==> src/rtl/config_sequencer.sv <==
// -----------------------------------------------------------------------------
// config_sequencer
//
// Pauses tracing of a datapath, waits for it to drain, then streams a stored
// configuration image onto a byte-wide config bus, one unit at a time, and
// resumes tracing.
//
// Sequence: IDLE -> DRAIN -> (SEND x BYTES_PER_UNIT, GAP) x NUM_UNITS -> FIN -> IDLE
//
// Ports
//   clk, rst_n        single clock, asynchronous active-low reset
//   cfg_wr_en/unit/idx/data  host writes into the image buffer (only while idle)
//   start             request a reconfiguration (ignored while busy)
//   pipe_valid        OR of in-flight valid flags; only looked at in DRAIN
//   hold              stall upstream trace sources
//   tracing           enable tracing of all units (0 only in SEND/GAP)
//   configId          unit select on the config bus (IDLE_ID = nobody)
//   configData        config byte for the selected unit
//   busy              sequence in progress (DRAIN through FIN)
//   done              one-cycle pulse in the FIN cycle
//
// Handshake: there is no back-pressure on the config bus. A unit accepts a
// byte in every cycle where configId equals its id; start is a level sampled
// only in IDLE, and cfg_wr_en is a single-cycle strobe sampled only while
// busy=0.
//
// All outputs are registers: each transition loads the output values that
// belong to the state being entered, so outputs always describe state_q.
// -----------------------------------------------------------------------------
module config_sequencer #(
  parameter int          MAX_CHAINS     = 4,
  parameter int          NUM_UNITS      = 4,
  parameter int          BASE_ID        = 1,
  parameter logic [7:0]  IDLE_ID        = 8'hFF,
  parameter int          DRAIN_CYCLES   = 4,
  parameter int          BYTES_PER_UNIT = 3 * MAX_CHAINS,
  localparam int         UW = (NUM_UNITS > 1) ? $clog2(NUM_UNITS) : 1,
  localparam int         IW = (BYTES_PER_UNIT > 1) ? $clog2(BYTES_PER_UNIT) : 1
) (
  input  logic          clk,
  input  logic          rst_n,
  input  logic          cfg_wr_en,
  input  logic [UW-1:0] cfg_wr_unit,
  input  logic [IW-1:0] cfg_wr_idx,
  input  logic [7:0]    cfg_wr_data,
  input  logic          start,
  input  logic          pipe_valid,
  output logic          hold,
  output logic          tracing,
  output logic [7:0]    configId,
  output logic [7:0]    configData,
  output logic          busy,
  output logic          done
);

  localparam logic [2:0] S_IDLE  = 3'd0;
  localparam logic [2:0] S_DRAIN = 3'd1;
  localparam logic [2:0] S_SEND  = 3'd2;
  localparam logic [2:0] S_GAP   = 3'd3;
  localparam logic [2:0] S_FIN   = 3'd4;

  localparam int DW = $clog2(DRAIN_CYCLES + 1);

  localparam logic [DW-1:0] DRAIN_LAST = DW'(DRAIN_CYCLES - 1);
  localparam logic [IW-1:0] IDX_LAST   = IW'(BYTES_PER_UNIT - 1);
  localparam logic [UW-1:0] UNIT_LAST  = UW'(NUM_UNITS - 1);

  logic [2:0]    state_q;
  logic [DW-1:0] drain_cnt_q;
  logic [UW-1:0] unit_q;
  logic [IW-1:0] idx_q;
  logic [7:0]    image_q [NUM_UNITS][BYTES_PER_UNIT];

  logic wr_ok;
  assign wr_ok = cfg_wr_en && !busy
              && (int'(cfg_wr_unit) < NUM_UNITS)
              && (int'(cfg_wr_idx) < BYTES_PER_UNIT);

  // Image buffer. Writes are blocked for the whole busy window (including
  // FIN) so the image cannot change underneath a sequence.
  always_ff @(posedge clk or negedge rst_n) begin
    if (!rst_n) begin
      for (int u = 0; u < NUM_UNITS; u++) begin
        for (int i = 0; i < BYTES_PER_UNIT; i++) begin
          image_q[u][i] <= 8'h00;
        end
      end
    end else if (wr_ok) begin
      image_q[cfg_wr_unit][cfg_wr_idx] <= cfg_wr_data;
    end
  end

  // Sequencer FSM with registered outputs.
  always_ff @(posedge clk or negedge rst_n) begin
    if (!rst_n) begin
      state_q     <= S_IDLE;
      drain_cnt_q <= '0;
      unit_q      <= '0;
      idx_q       <= '0;
      tracing     <= 1'b1;
      hold        <= 1'b0;
      busy        <= 1'b0;
      done        <= 1'b0;
      configId    <= IDLE_ID;
      configData  <= 8'h00;
    end else begin
      done <= 1'b0;
      case (state_q)
        S_IDLE: begin
          if (start) begin
            state_q     <= S_DRAIN;
            drain_cnt_q <= '0;
            hold        <= 1'b1;
            busy        <= 1'b1;
          end
        end

        // Count consecutive idle cycles; any valid flag restarts the count.
        S_DRAIN: begin
          if (pipe_valid) begin
            drain_cnt_q <= '0;
          end else if (drain_cnt_q == DRAIN_LAST) begin
            state_q    <= S_SEND;
            unit_q     <= '0;
            idx_q      <= '0;
            tracing    <= 1'b0;
            configId   <= 8'(BASE_ID);
            configData <= image_q[0][0];
          end else begin
            drain_cnt_q <= drain_cnt_q + DW'(1);
          end
        end

        S_SEND: begin
          if (idx_q == IDX_LAST) begin
            state_q    <= S_GAP;
            configId   <= IDLE_ID;
            configData <= 8'h00;
          end else begin
            idx_q      <= idx_q + IW'(1);
            configData <= image_q[unit_q][idx_q + IW'(1)];
          end
        end

        // One deselected cycle between units lets each unit reset its byte
        // counter before the next unit's stream begins.
        S_GAP: begin
          if (unit_q == UNIT_LAST) begin
            state_q <= S_FIN;
            tracing <= 1'b1;
            hold    <= 1'b0;
            done    <= 1'b1;
          end else begin
            state_q    <= S_SEND;
            unit_q     <= unit_q + UW'(1);
            idx_q      <= '0;
            configId   <= 8'(BASE_ID) + 8'(unit_q) + 8'd1;
            configData <= image_q[unit_q + UW'(1)][0];
          end
        end

        // start is deliberately not sampled here: a request in FIN is dropped.
        S_FIN: begin
          state_q <= S_IDLE;
          busy    <= 1'b0;
        end

        default: begin
          state_q    <= S_IDLE;
          tracing    <= 1'b1;
          hold       <= 1'b0;
          busy       <= 1'b0;
          configId   <= IDLE_ID;
          configData <= 8'h00;
        end
      endcase
    end
  end

endmodule
==> config.mk <==
export PLATFORM = sky130hd
export DESIGN_NAME = config_sequencer
export DESIGN_NICKNAME = d
export VERILOG_FILES = /design/src/rtl/config_sequencer.sv
export SDC_FILE = /design/constraint.sdc
export NUM_CORES = 1
export LEC_CHECK = 0
export BUFFER_PORTS_ARGS = -buffer_cell sky130_fd_sc_hd__buf_4
export CAP_MARGIN = 10
export CELL_PAD_IN_SITES_DETAIL_PLACEMENT = 2
export CELL_PAD_IN_SITES_GLOBAL_PLACEMENT = 2
export CORE_UTILIZATION = 47
export DETAILED_ROUTE_END_ITERATION = 10
export PLACE_DENSITY = 0.86
export SLEW_MARGIN = 20
export SYNTH_ARGS = -nofsm -noshare
export SYNTH_HDL_FRONTEND = slang
export SYNTH_SLANG_ARGS = --single-unit
==> constraint.sdc <==
create_clock -name clk -period 2.5 [get_ports clk]
set_input_delay 0 -clock clk [delete_from_list [all_inputs] [get_ports clk]]
set_output_delay 0 -clock clk [all_outputs]
set_load 0.01 [all_outputs]
Yosys cells after proc, flatten, opt, wreduce, memory -nomap -nowiden
Index checks and enable logic that the tools add are counted. W data, S select, Z words.

Reduce and logical (&&, ||, !) cells: 22. Magnitude comparators: 8. Bitwise gates (word level): 9. Equal/unequal tests: 15. Add/sub/neg operators: 5. Muxes and demuxes: 53.

Operator list (number): $mux W96 (5); $bmux W96 S2 (2); $bwmux W384 (1); $demux W96 S2 (1); $mux W8 (11); $pmux W8 S4 (2); $bmux W8 S4 (1); $demux W8 S4 (1); $mux W3 (8); $mux W4 (4); $reduce_and A4 Y1 (4); $ne A2 B2 Y1 const B (7); $pmux W3 S4 (1); $pmux W4 S3 (1); $ge A5 B5 Y1 const B (2); $not A4 Y5 (2); $reduce_and A5 Y1 (2); $eq A3 B2 Y1 const B (3); $ge A3 B3 Y1 const B (3); $not A2 Y3 (3); $reduce_or A3 Y1 (3); $mux W1 (7); $mux W2 (3); $pmux W1 S3 (2); other kinds (25) (33).

Logic and storage cells: 170. Output and inout bits: 20. Bits in registers: 416.

Logic depth before layout (Yosys ltp)
Gate-level depths: netlist of run 1.

Word-level depth: 9. Mapped depth: 9. Depth with buffers taken out: 7.

Worst setup path after synthesis of run 1
No wires, ideal clock.

Kind: register to register. Start: reg unit_q[0]. End: reg configData[6]. Stages on the path, launching flop included: 9. Data arrival time: 2.020 ns. Period minus slack after synthesis: 2.156 ns. Setup time: 0.136 ns. Path slack: 0.344 ns. Buffers on the path: 3. Cells stage by stage: dfrtp_1 -> clkbuf_1 -> buf_4 -> buf_2 -> mux4_2 -> mux2i_1 -> nor2_1 -> a221oi_1 -> o21ai_0.

Word-level cells in the longest chain between the ends: 9. Elaborated cells between the ends (all ways): 18. Classes of those cells: add/sub: 1; eq/ne: 2; mux: 12; bitwise: 2; reduce/logical: 1.

RTL lines: start: declaration (line 70) `logic [UW-1:0] unit_q;`; start signal: assignment (line 155) `unit_q <= unit_q + UW'(1);`; $not A2 Y3 (not written as such) (line 141) `configData <= image_q[unit_q][idx_q + IW'(1)];`; $bmux W96 S2 (line 141); $mux W96 (not written as such) (2 in a row) (line 141); $bmux W8 S4 (line 141); $mux W8 (not written as such) (2 in a row) (line 141); $mux W8 (line 135) `if (idx_q == IDX_LAST) begin`; $pmux W8 S4 (line 108) `case (state_q)`; end signal: assignment (line 128) `configData <= image_q[0][0];`; end signal: assignment (line 141); end signal: assignment (line 158) `configData <= image_q[unit_q + UW'(1)][0];`; end: declaration (line 51) `output logic [7:0] configData,`.

Several ways; a longest one is shown, not always the timed one. The select of a mux whose other input is x is not followed. A chain may end at the register's enable or synchronous reset.

Worst setup path after layout of run 1
Start: reg unit_q[0]. End: reg configData[2].

The elaborated chain is that of the path after synthesis.

==> impl_metrics.py, run 1 <==
metrics = {
    "synthesis": {
        "syn_area_per_cell_um2": 15.0,
        "ys_types": 55,
        "synth_edf_count": 0,
        "async_reset_ff_share_pct": 100,
        "synthCells": 1297,
        "yosys_warnings": 0,
        "yosysSeqAreaShare_pct": 53.1,
        "synth_nets": 1320,
        "synth_area_um2": 19400,
        "yosys.area.top_type": "dfrtp_1",
        "synth_area_leaders": "dfrtp_1 (52%), mux2_2 (23%), mux4_2 (12%), nand2_1 (1.2%), clkbuf_1 (1.1%)",
        "synth-main-ff-cell": "dfrtp_1",
        "synth_top_area_share_pct": 52.5,
        "synth_seq_cells": 412,
    },
    "finish": {
        "drive_gt1_share_pct": 55.3,
        "n_fill_cell": 3519,
        "nets": 1396,
        "postLayoutCellArea_um2": 22800,
        "final_cell_count_no_fill": 1941,
        "syn2layout_area_growth_pct": 17.2,
        "final_cell_mix": "dfrtp_1 (404), mux2_2 (402), mux4_2 (104), buf_4 (103), nand2_1 (61)",
        "final_common_cell": "dfrtp_1",
    },
    "cts": {
        "cts_root_buf": "clkbuf_16",
        "clkLatencyLatePin_ns": 0.60,
        "cts_buffers": 46,
        "cts_tree": "done",
        "path_clk_slew_ns": 0.07,
        "htreeDepth": 2,
        "clk_path_buf_depth": 3,
        "cts_sinks": 412,
    },
    "setup_path": {
        "path_class": "reg2reg",
        "cp.required_ns": 2.90,
        "slowest_delay_ns": 0.57,
        "worst_setup_path_start_kind": "flop",
        "crit_chain": "buf_12 > buf_16 > buf_4 > mux4_2 > mux2_2 > o21ai_1 > o21ai_0",
        "worstSetupEndpointType": "flop",
        "crit_arrival_ns": 3.13,
        "slowest_stage": "mux4_2",
        "crit_fanout": 12,
    },
    "route": {
        "drt_iter0_markers": 1333,
        "drc_errors": 0,
        "viasPerCell": 6.81,
        "vias": 13200,
        "dr.pass1.iters": 5,
        "postRouteAntennaNets": 0,
        "routed_wl_mm": 79.7,
        "wl_per_cell_um": 41.1,
    },
    "grt": {
        "grt_pass1_wl_mm": 110,
        "groute.usage.overall_pct": 36.6,
        "grt_pass1_vias": 14800,
        "antenna_found_initial": 2,
        "grt_overflow": 0,
        "grt_max_degree": 86,
    },
    "sta": {
        "tightest_slew_ns": 1.42,
        "final_hold_viol_count": 0,
        "tns_ns": -1.20,
        "finalClockSkew_ns": 0.0183,
        "setup_violations": 19,
        "slew_headroom_pct": 4.19,
        "maxSlewViolCount": 0,
        "final.min_clock_period_ns": 2.73,
        "max_freq_mhz": 366,
        "finalCritPeriodShare_pct": 109,
        "fin_ws_ns": -0.232,
    },
    "placed_design": {
        "placed_cell_area_um2": 20600,
        "placed_cells": 1835,
        "portBuffers": 38,
        "pre_cts_slack_ns": -0.349,
        "routabilityCongestion": 0.806,
        "post-dp-hpwl_mm": 40.2,
    },
    "floorplanning": {
        "start_util_pct": 47.7,
        "die_w_um": 205,
        "die-area_um2": 42100,
        "core_area_um2": 40700,
        "num_rows": 74,
        "die_h_um": 205,
        "io_pins": 39,
    },
    "outcome": {
        "violations": "setup timing",
        "status": "finished, violations left",
    },
    "pwr": {
        "total_leakage_power_nw": 10.8,
        "p_total_mw": 21.5,
        "vdd_ir_drop_max_v": 0.000566,
        "power_density_nw_per_um2": 943,
    },
    "run": {
        "cap_violations": 0,
    },
    "hold_path": {
        "hold_class": "in2reg",
    },
}
==> path summary, 6_finish.rpt <==
kind | from | endpoint | slack (ns) | cells past startpoint
min in group asynchronous | rst_n | image_q[106]$_DFFE_PN0P_ | 0.49 | 3
min reg2reg | image_q[156]$_DFFE_PN0P_ | image_q[156]$_DFFE_PN0P_ | 0.50 | 1
max in group asynchronous | rst_n | image_q[307]$_DFFE_PN0P_ | 0.41 | 4
max | unit_q[0]$_DFFE_PN0P_ | configData[2]$_DFFE_PN0P_ | -0.23 | 7
max reg2reg | unit_q[0]$_DFFE_PN0P_ | configData[2]$_DFFE_PN0P_ | -0.23 | 7
min | cfg_wr_unit[0] | image_q[135]$_DFFE_PN0P_ | 0.09 | 4
==> worst max-delay path: cells and delay by family (launching register included) <==
kind                   cells  cell delay (ns)
DFF                        1             0.50
muxes                      2             0.88
AOI/OAI and AO/OA          2             0.61
buffers and inverters      3             0.53
==> synth_stat cells, drive strengths merged, types with 5 or more instances <==
master  number
nor2        37
clkbuf      56
buf         44
dfrtp      407
nor2b        5
o21ai       17
nor4         6
mux2       403
mux4       104
nand2       74
dfstp        5
nor3        11
a21oi        9
o22ai        6
o211ai       7
mux2i       16
inv         10
a221oi       8
nand2b      15
a22oi       16
==> cells by family after synthesis <==
| group | count (synthesis) | synth area share, % |
|---|---|---|
| buf+inv | 110 | 2.57 |
| simple gates | 167 | 4.77 |
| compound gates | 79 | 2.90 |
| flops | 412 | 53.1 |
| xor+xnor | 2 | 0.0903 |
| fa+ha+maj | 4 | 0.258 |
| mux | 523 | 36.3 |
==> area by class of cell <==
class	instances	area [um2]	share of cell area, %
Timing Repair Buffer	128	1200	5.29
Tap cell	532	666	2.93
Sequential cell	412	10300	45.4
Clock buffer	65	1380	6.08
Inverter	10	37.5	0.165
Multi-Input combinational cell	775	8860	38.9
Clock inverter	18	280	1.23
Antenna cell	1	2.50	0.0110
==> sequential cells by signal (all words and copies together), names as in the netlist, 2 cells and up <==
name         flops
configData       8
drain_cnt_q      3
state_q          3
unit_q           2
configId         4
image_q        384
idx_q            4
==> through the flow <==
step,hold WS (ns),util [%]
after floorplan,-0.296,-
after global placement,-0.000394,50.6
after detailed placement,0.0135,50.6
after CTS,0.0402,55.2
after global routing,0.0775,55.8
final,0.0898,55.9
==> power breakdown <==
| group | internal [mW] | switching (mW) |
|---|---|---|
| clock network | 4.59 | 3.21 |
| registers | 7.11 | 0.540 |
| logic | 2.49 | 3.53 |
==> what timing repair did <==
action	4_1_cts	5_1_grt
hold buffers	5	0
resized for setup	19	34
endpoints found under the hold margin	320	0
pin swaps	0	1
gates cloned	1	0
buffers inserted	4	12
setup endpoints to repair	7	16
==> layer usage <==
metal,track usage [%],wire length (um),vias to the layer above
met4,19.3,4620,0
met1,44.4,29700,7213
li1,-,-,4968
met3,6.03,5250,284
met2,62.8,40100,745
met5,0,0,-
Power figures use the tool's default switching activity.
==> run 2: changes to the inputs <==
Settings changed: SKIP_LAST_GASP set to 1.
==> impl_metrics.py, run 2 (synthesis gave the netlist of run 1 again) <==
metrics = {
    "finish": {
        "n_fill_cell": 3495,
        "utilization_pct": 55.8,
        "final_cell_count_no_fill": 1937,
        "syn2layout_area_growth_pct": 17.0,
        "final_cell_mix": "dfrtp_1 (404), mux2_2 (402), mux4_2 (104), buf_4 (95), nand2_1 (60)",
        "final_common_cell": "dfrtp_1",
        "reg_top3": "image_q: 384 flops, configData: 8 flops",
        "drive_gt1_share_pct": 54.9,
        "largest_reg_flops": 384,
        "nets": 1391,
        "seq_area_um2": 10300,
        "multi_input_area_um2": 8810,
        "largest_register": "image_q",
    },
    "setup_path": {
        "reg2reg_slack_ns": -0.10,
        "slowest_delay_ns": 0.59,
        "worstSetupEndpointType": "flop",
        "crit_arrival_ns": 3.07,
        "cp.required_ns": 2.96,
        "slowest_stage": "a2111oi_2",
        "path_class": "reg2reg",
        "worst_setup_path_start_kind": "flop",
        "cpLargestDelayFamily": "simple AND/OR/NAND/NOR gates",
        "r2r_cells": 5,
        "cp_num_cells": 5,
        "cp.buffers_inverters": 1,
        "r2r_start": "busy$_DFFE_PN0P_",
        "worstReg2RegEnd": "image_q[213]$_DFFE_PN0P_",
        "crit_fanout": 8,
        "crit_chain": "a2111oi_2 > and2_1 > buf_4 > nand2_1 > mux2_2",
    },
    "grt": {
        "grt_pass1_wl_mm": 109,
        "groute.usage.overall_pct": 36.5,
        "busiest_layer": "met2",
        "grtUsageMet1_pct": 43.8,
        "grt_max_degree": 86,
        "grt_pass1_vias": 14800,
        "antenna_found_initial": 4,
        "use_met2_pct": 62.3,
        "grt_overflow": 0,
        "grt.met3_usage_pct": 6.43,
    },
    "outcome": {
        "status": "finished, violations left",
        "violations": "setup timing",
    },
    "cts": {
        "cts_tree": "done",
        "cts_sinks": 412,
        "path_clk_slew_ns": 0.07,
        "clkLatencyLatePin_ns": 0.60,
        "cts_root_buf": "clkbuf_16",
        "cts_buffers": 46,
        "htreeDepth": 2,
        "clk_path_buf_depth": 3,
    },
    "placed_design": {
        "portBuffers": 38,
        "routabilityCongestion": 0.806,
        "placed_cells": 1835,
        "pre_cts_slack_ns": -0.349,
        "post-dp-hpwl_mm": 40.2,
    },
    "sta": {
        "finalCritPeriodShare_pct": 104,
        "max_freq_mhz": 384,
        "final_hold_viol_count": 0,
        "tightest_slew_ns": 1.12,
        "final.min_clock_period_ns": 2.60,
        "setup_violations": 84,
        "fin_ws_ns": -0.104,
        "finalClockSkew_ns": 0.0283,
        "maxSlewViolCount": 0,
        "slew_headroom_pct": 24.5,
        "rsz0062_at_grt": "yes",
    },
    "pwr": {
        "power_frac_seq_pct": 35.7,
        "switching_share_pct": 33.7,
        "clkPwrFrac_pct": 36.2,
        "p_sw_mw": 7.21,
        "p_total_mw": 21.4,
        "vdd_ir_drop_max_v": 0.000560,
        "p_int_mw": 14.2,
        "p_comb_share_pct": 28.1,
        "power_density_nw_per_um2": 941,
        "total_leakage_power_nw": 10.8,
    },
    "hold_path": {
        "min_from": "cfg_wr_data[6]",
        "hold_class": "in2reg",
        "holdPathEnd": "image_q[206]$_DFFE_PN0P_",
        "whs_path_depth": 2,
    },
    "route": {
        "postRouteAntennaNets": 0,
        "drt_iter0_markers": 1266,
        "routed_wl_mm": 78.1,
        "drc_errors": 0,
        "dr.pass1.iters": 7,
        "vias": 13200,
        "wl_per_cell_um": 40.3,
        "viasPerCell": 6.80,
    },
    "run": {
        "cap_violations": 0,
    },
    "floorplanning": {
        "die-area_um2": 42100,
        "num_rows": 74,
        "die_w_um": 205,
        "start_util_pct": 47.7,
        "die_h_um": 205,
        "core_area_um2": 40700,
        "io_pins": 39,
    },
}
==> run 2: changes by cell type in the layout (fill, tap and decap cells not counted), moves of 2 or more <==
cell     before  now
a22oi_1      11   13
a22oi_2       5    3
buf_12       13   16
buf_4       103   95
==> run 2: power by group through the flow <==
stage / combinational (mW) / clock [mW] / sequential, mW
finish: 6.01 / 7.73 / 7.63
global route: 6.20 / 7.95 / 7.64
floorplan: 3.00 / 0 / 7.45
detailed placement: 4.92 / 0 / 7.65
CTS: 5.35 / 7.68 / 7.57
global placement: 4.68 / 0 / 7.58
==> run 2: metrics by stage <==
step / TNS, ns / area, um2 / hold WS, ns
after floorplan: 0 / 19400 / -0.296
after detailed placement: -1.14 / 20600 / 0.0135
final: -3.19 / 22700 / 0.107
after CTS: -0.289 / 22500 / 0.0402
after global routing: -1.90 / 22700 / 0.103
after global placement: -0.446 / 20600 / -0.000394
==> run 2: worst reg2reg max path, delay by kind of cell (launching register included) <==
kind                   cells  cell delay (ns)
AND/OR/NAND/NOR            2             0.68
AO/OA/AOI/OAI              1             0.59
flip-flops                 1             0.55
multiplexers               1             0.45
buffers and inverters      1             0.22
==> run 2: final cells by class <==
type                            instances  share of cell area, %
Sequential cell                       412                   45.5
Multi-Input combinational cell        775                   38.8
Clock inverter                         18                   1.23
Timing Repair Buffer                  123                   5.30
Antenna cell                            2                 0.0220
Clock buffer                           65                   6.09
Tap cell                              532                   2.93
Inverter                               10                  0.165
==> run 2: metal layers <==
metal	part of all wire [%]	routed length [um]
met3	6.8	5330
met5	0.032	25
met4	5.7	4470
met1	36	28400
met2	51	39900
==> run 2: worst max path at each step <==
stage / start / endpoint / slack [ns]
CTS: unit_q[0]$_DFFE_PN0P_ / configData[7]$_DFFE_PN0P_ / -0.07
detailed placement: unit_q[0]$_DFFE_PN0P_ / configData[6]$_DFFE_PN0P_ / -0.35
global route: idx_q[1]$_DFFE_PN0P_ / configData[4]$_DFFE_PN0P_ / -0.11
finish: busy$_DFFE_PN0P_ / image_q[213]$_DFFE_PN0P_ / -0.10
global placement: unit_q[0]$_DFFE_PN0P_ / configData[6]$_DFFE_PN0P_ / -0.32
floorplan: unit_q[0]$_DFFE_PN0P_ / configData[6]$_DFFE_PN0P_ / 0.34
==> run 2: repair_timing <==
action / in CTS / in global routing
gates cloned: 1 / 0
setup buffers: 4 / 7
hold endpoints to repair: 320 / 0
pin swaps: 0 / 4
gates resized for setup: 16 / 31
setup endpoints to repair: 7 / 22
hold buffers: 5 / 0
==> run 3: changes to the inputs <==
Clock period 2.5 ns to 2.94 ns, I/O delays scaled along.
==> impl_metrics.py, run 3 (synthesis gave the netlist of run 1 again) <==
metrics = {
    "route": {
        "dr.pass1.iters": 5,
        "routed_wl_mm": 67.1,
        "viasPerCell": 6.44,
        "drt_iter0_markers": 790,
        "drc_errors": 0,
        "vias": 12300,
        "wl_per_cell_um": 35.2,
        "postRouteAntennaNets": 0,
    },
    "grt": {
        "groute.usage.overall_pct": 33.3,
        "busiest_layer": "met2",
        "grt_pass1_vias": 14200,
        "grt_max_degree": 93,
        "grtUsageMet1_pct": 39.6,
        "grt_overflow": 0,
        "grt_pass1_wl_mm": 101,
        "antenna_found_initial": 2,
        "use_met2_pct": 58.5,
        "grt.met3_usage_pct": 5.96,
    },
    "sta": {
        "setup_violations": 0,
        "max_freq_mhz": 354,
        "tightest_slew_ns": 0.995,
        "slew_headroom_pct": 33.0,
        "maxSlewViolCount": 0,
        "finalClockSkew_ns": 0.0163,
        "finalCritPeriodShare_pct": 96.0,
        "rsz0062_at_grt": "no",
        "tns_ns": 0,
        "final.min_clock_period_ns": 2.82,
        "final_hold_viol_count": 0,
    },
    "finish": {
        "final_cell_mix": "dfrtp_1 (404), mux2_2 (402), mux4_2 (104), buf_4 (75), nand2_1 (64)",
        "utilization_pct": 53.9,
        "largest_reg_flops": 384,
        "largest_register": "image_q",
        "final_common_cell": "dfrtp_1",
        "num_antenna_cells": 0,
        "syn2layout_area_growth_pct": 13.2,
        "reg_top3": "image_q: 384 flops, configData: 8 flops",
        "nets": 1359,
        "drive_gt1_share_pct": 51.0,
    },
    "cts": {
        "cts_root_buf": "clkbuf_16",
        "cts_sinks": 412,
        "ctsResizeCount": 0,
        "cts_buffers": 46,
        "clkLatencyLatePin_ns": 0.60,
        "path_clk_slew_ns": 0.06,
        "htreeDepth": 2,
        "clk_path_buf_depth": 3,
        "cts_tree": "done",
    },
    "floorplanning": {
        "num_rows": 74,
        "die_w_um": 205,
        "start_util_pct": 47.7,
        "io_pins": 39,
        "core_area_um2": 40700,
        "die_h_um": 205,
        "die-area_um2": 42100,
    },
    "setup_path": {
        "slowest_stage": "mux4_2",
        "cp.required_ns": 3.35,
        "crit_chain": "buf_12 > buf_12 > mux4_2 > mux2_2 > o221ai_1 > o21ai_0",
        "crit_fanout": 36,
        "worstSetupEndpointType": "flop",
        "crit_path_frequent_cell": "buf_12",
        "path_class": "reg2reg",
        "cp.buffers_inverters": 2,
        "worst_setup_path_start_kind": "flop",
        "slowest_delay_ns": 0.60,
        "cpLargestDelayFamily": "multiplexers",
        "crit_arrival_ns": 3.23,
    },
    "hold_path": {
        "hold_class": "in2async",
    },
    "placed_design": {
        "routabilityCongestion": 0.784,
        "post-dp-hpwl_mm": 38.0,
        "portBuffers": 38,
    },
    "pwr": {
        "vdd_ir_drop_max_v": 0.000551,
        "p_int_mw": 11.2,
        "switching_share_pct": 32.6,
        "power_density_nw_per_um2": 754,
        "p_sw_mw": 5.41,
        "power_frac_seq_pct": 38.6,
        "total_leakage_power_nw": 10.4,
        "clkPwrFrac_pct": 36.3,
        "p_comb_share_pct": 25.1,
    },
    "outcome": {
        "status": "finished clean",
    },
    "run": {
        "cap_violations": 0,
    },
}
-- run 3: cell count changes in the layout (fill, tap and decap cells not counted), sizes merged, moves of 2 or more --
cell | previous run | this run
buf | 117 | 85
bufinv | 7 | 2
clkbuf | 65 | 74
clkinv | 7 | 5
diode | 2 | 0
inv | 12 | 10
-- run 3: power by group through the flow --
stage / registers, mW / clock network, mW / logic (mW)
floorplan: 6.33 / 0 / 2.55
global placement: 6.40 / 0 / 3.86
detailed placement: 6.44 / 0 / 4.01
CTS: 6.38 / 6.10 / 4.17
global route: 6.42 / 6.27 / 4.36
finish: 6.39 / 6.02 / 4.16
-- run 3: repair_timing --
item                       CTS  global route
setup endpoints to repair    0             0
hold endpoints to repair    99             0
hold buffers                 6             0
setup buffers                0             0
-- run 3: layout make-up --
cell class	count	area (um2)
multi-input cells	775	8600
clock buffers	74	1430
repair buffers	91	818
flip-flops and latches	412	10300
well taps	532	666
fillers	3574	18800
inverters	10	37.5
clock inverters	9	104
-- run 3: routing by layer --
layer / wire, um / share of wire [%]
met2: 35000 / 52
met3: 3180 / 4.7
met5: 27 / 0.040
met1: 25500 / 38
met4: 3350 / 5.0
-- run 3: stage by stage --
stage	cell area, um2	setup WS (ns)	cells	hold WS, ns	power [mW]
final	22000	0.118	1903	0.0357	16.6
after global routing	22000	0.0443	1903	0.0713	17.1
after CTS	22000	0.134	1903	0.0412	16.7
after detailed placement	20400	0.226	1814	0.0850	10.5
after global placement	20400	0.225	1814	0.0828	10.3
after floorplan	19400	0.784	1297	-0.296	8.88
-- run 3: final timing paths --
check,start,to,slack [ns],cells after the start
max,unit_q[0]$_DFFE_PN0P_,configData[4]$_DFFE_PN0P_,0.12,6
min,rst_n,image_q[221]$_DFFE_PN0P_,0.04,2
max reg2reg,unit_q[0]$_DFFE_PN0P_,configData[4]$_DFFE_PN0P_,0.12,6
min reg2reg,image_q[155]$_DFFE_PN0P_,image_q[155]$_DFFE_PN0P_,0.50,1
max in group asynchronous,rst_n,image_q[331]$_DFFE_PN0P_,1.83,3
min in group clk,cfg_wr_data[4],image_q[28]$_DFFE_PN0P_,0.07,2
-- run 3: worst reg2reg max path, delay by kind of cell (launching register included) --
| family | cells | cell delay, ns |
|---|---|---|
| multiplexers | 2 | 0.90 |
| AO/OA/AOI/OAI | 2 | 0.66 |
| buffers and inverters | 2 | 0.63 |
| flip-flops | 1 | 0.45 |
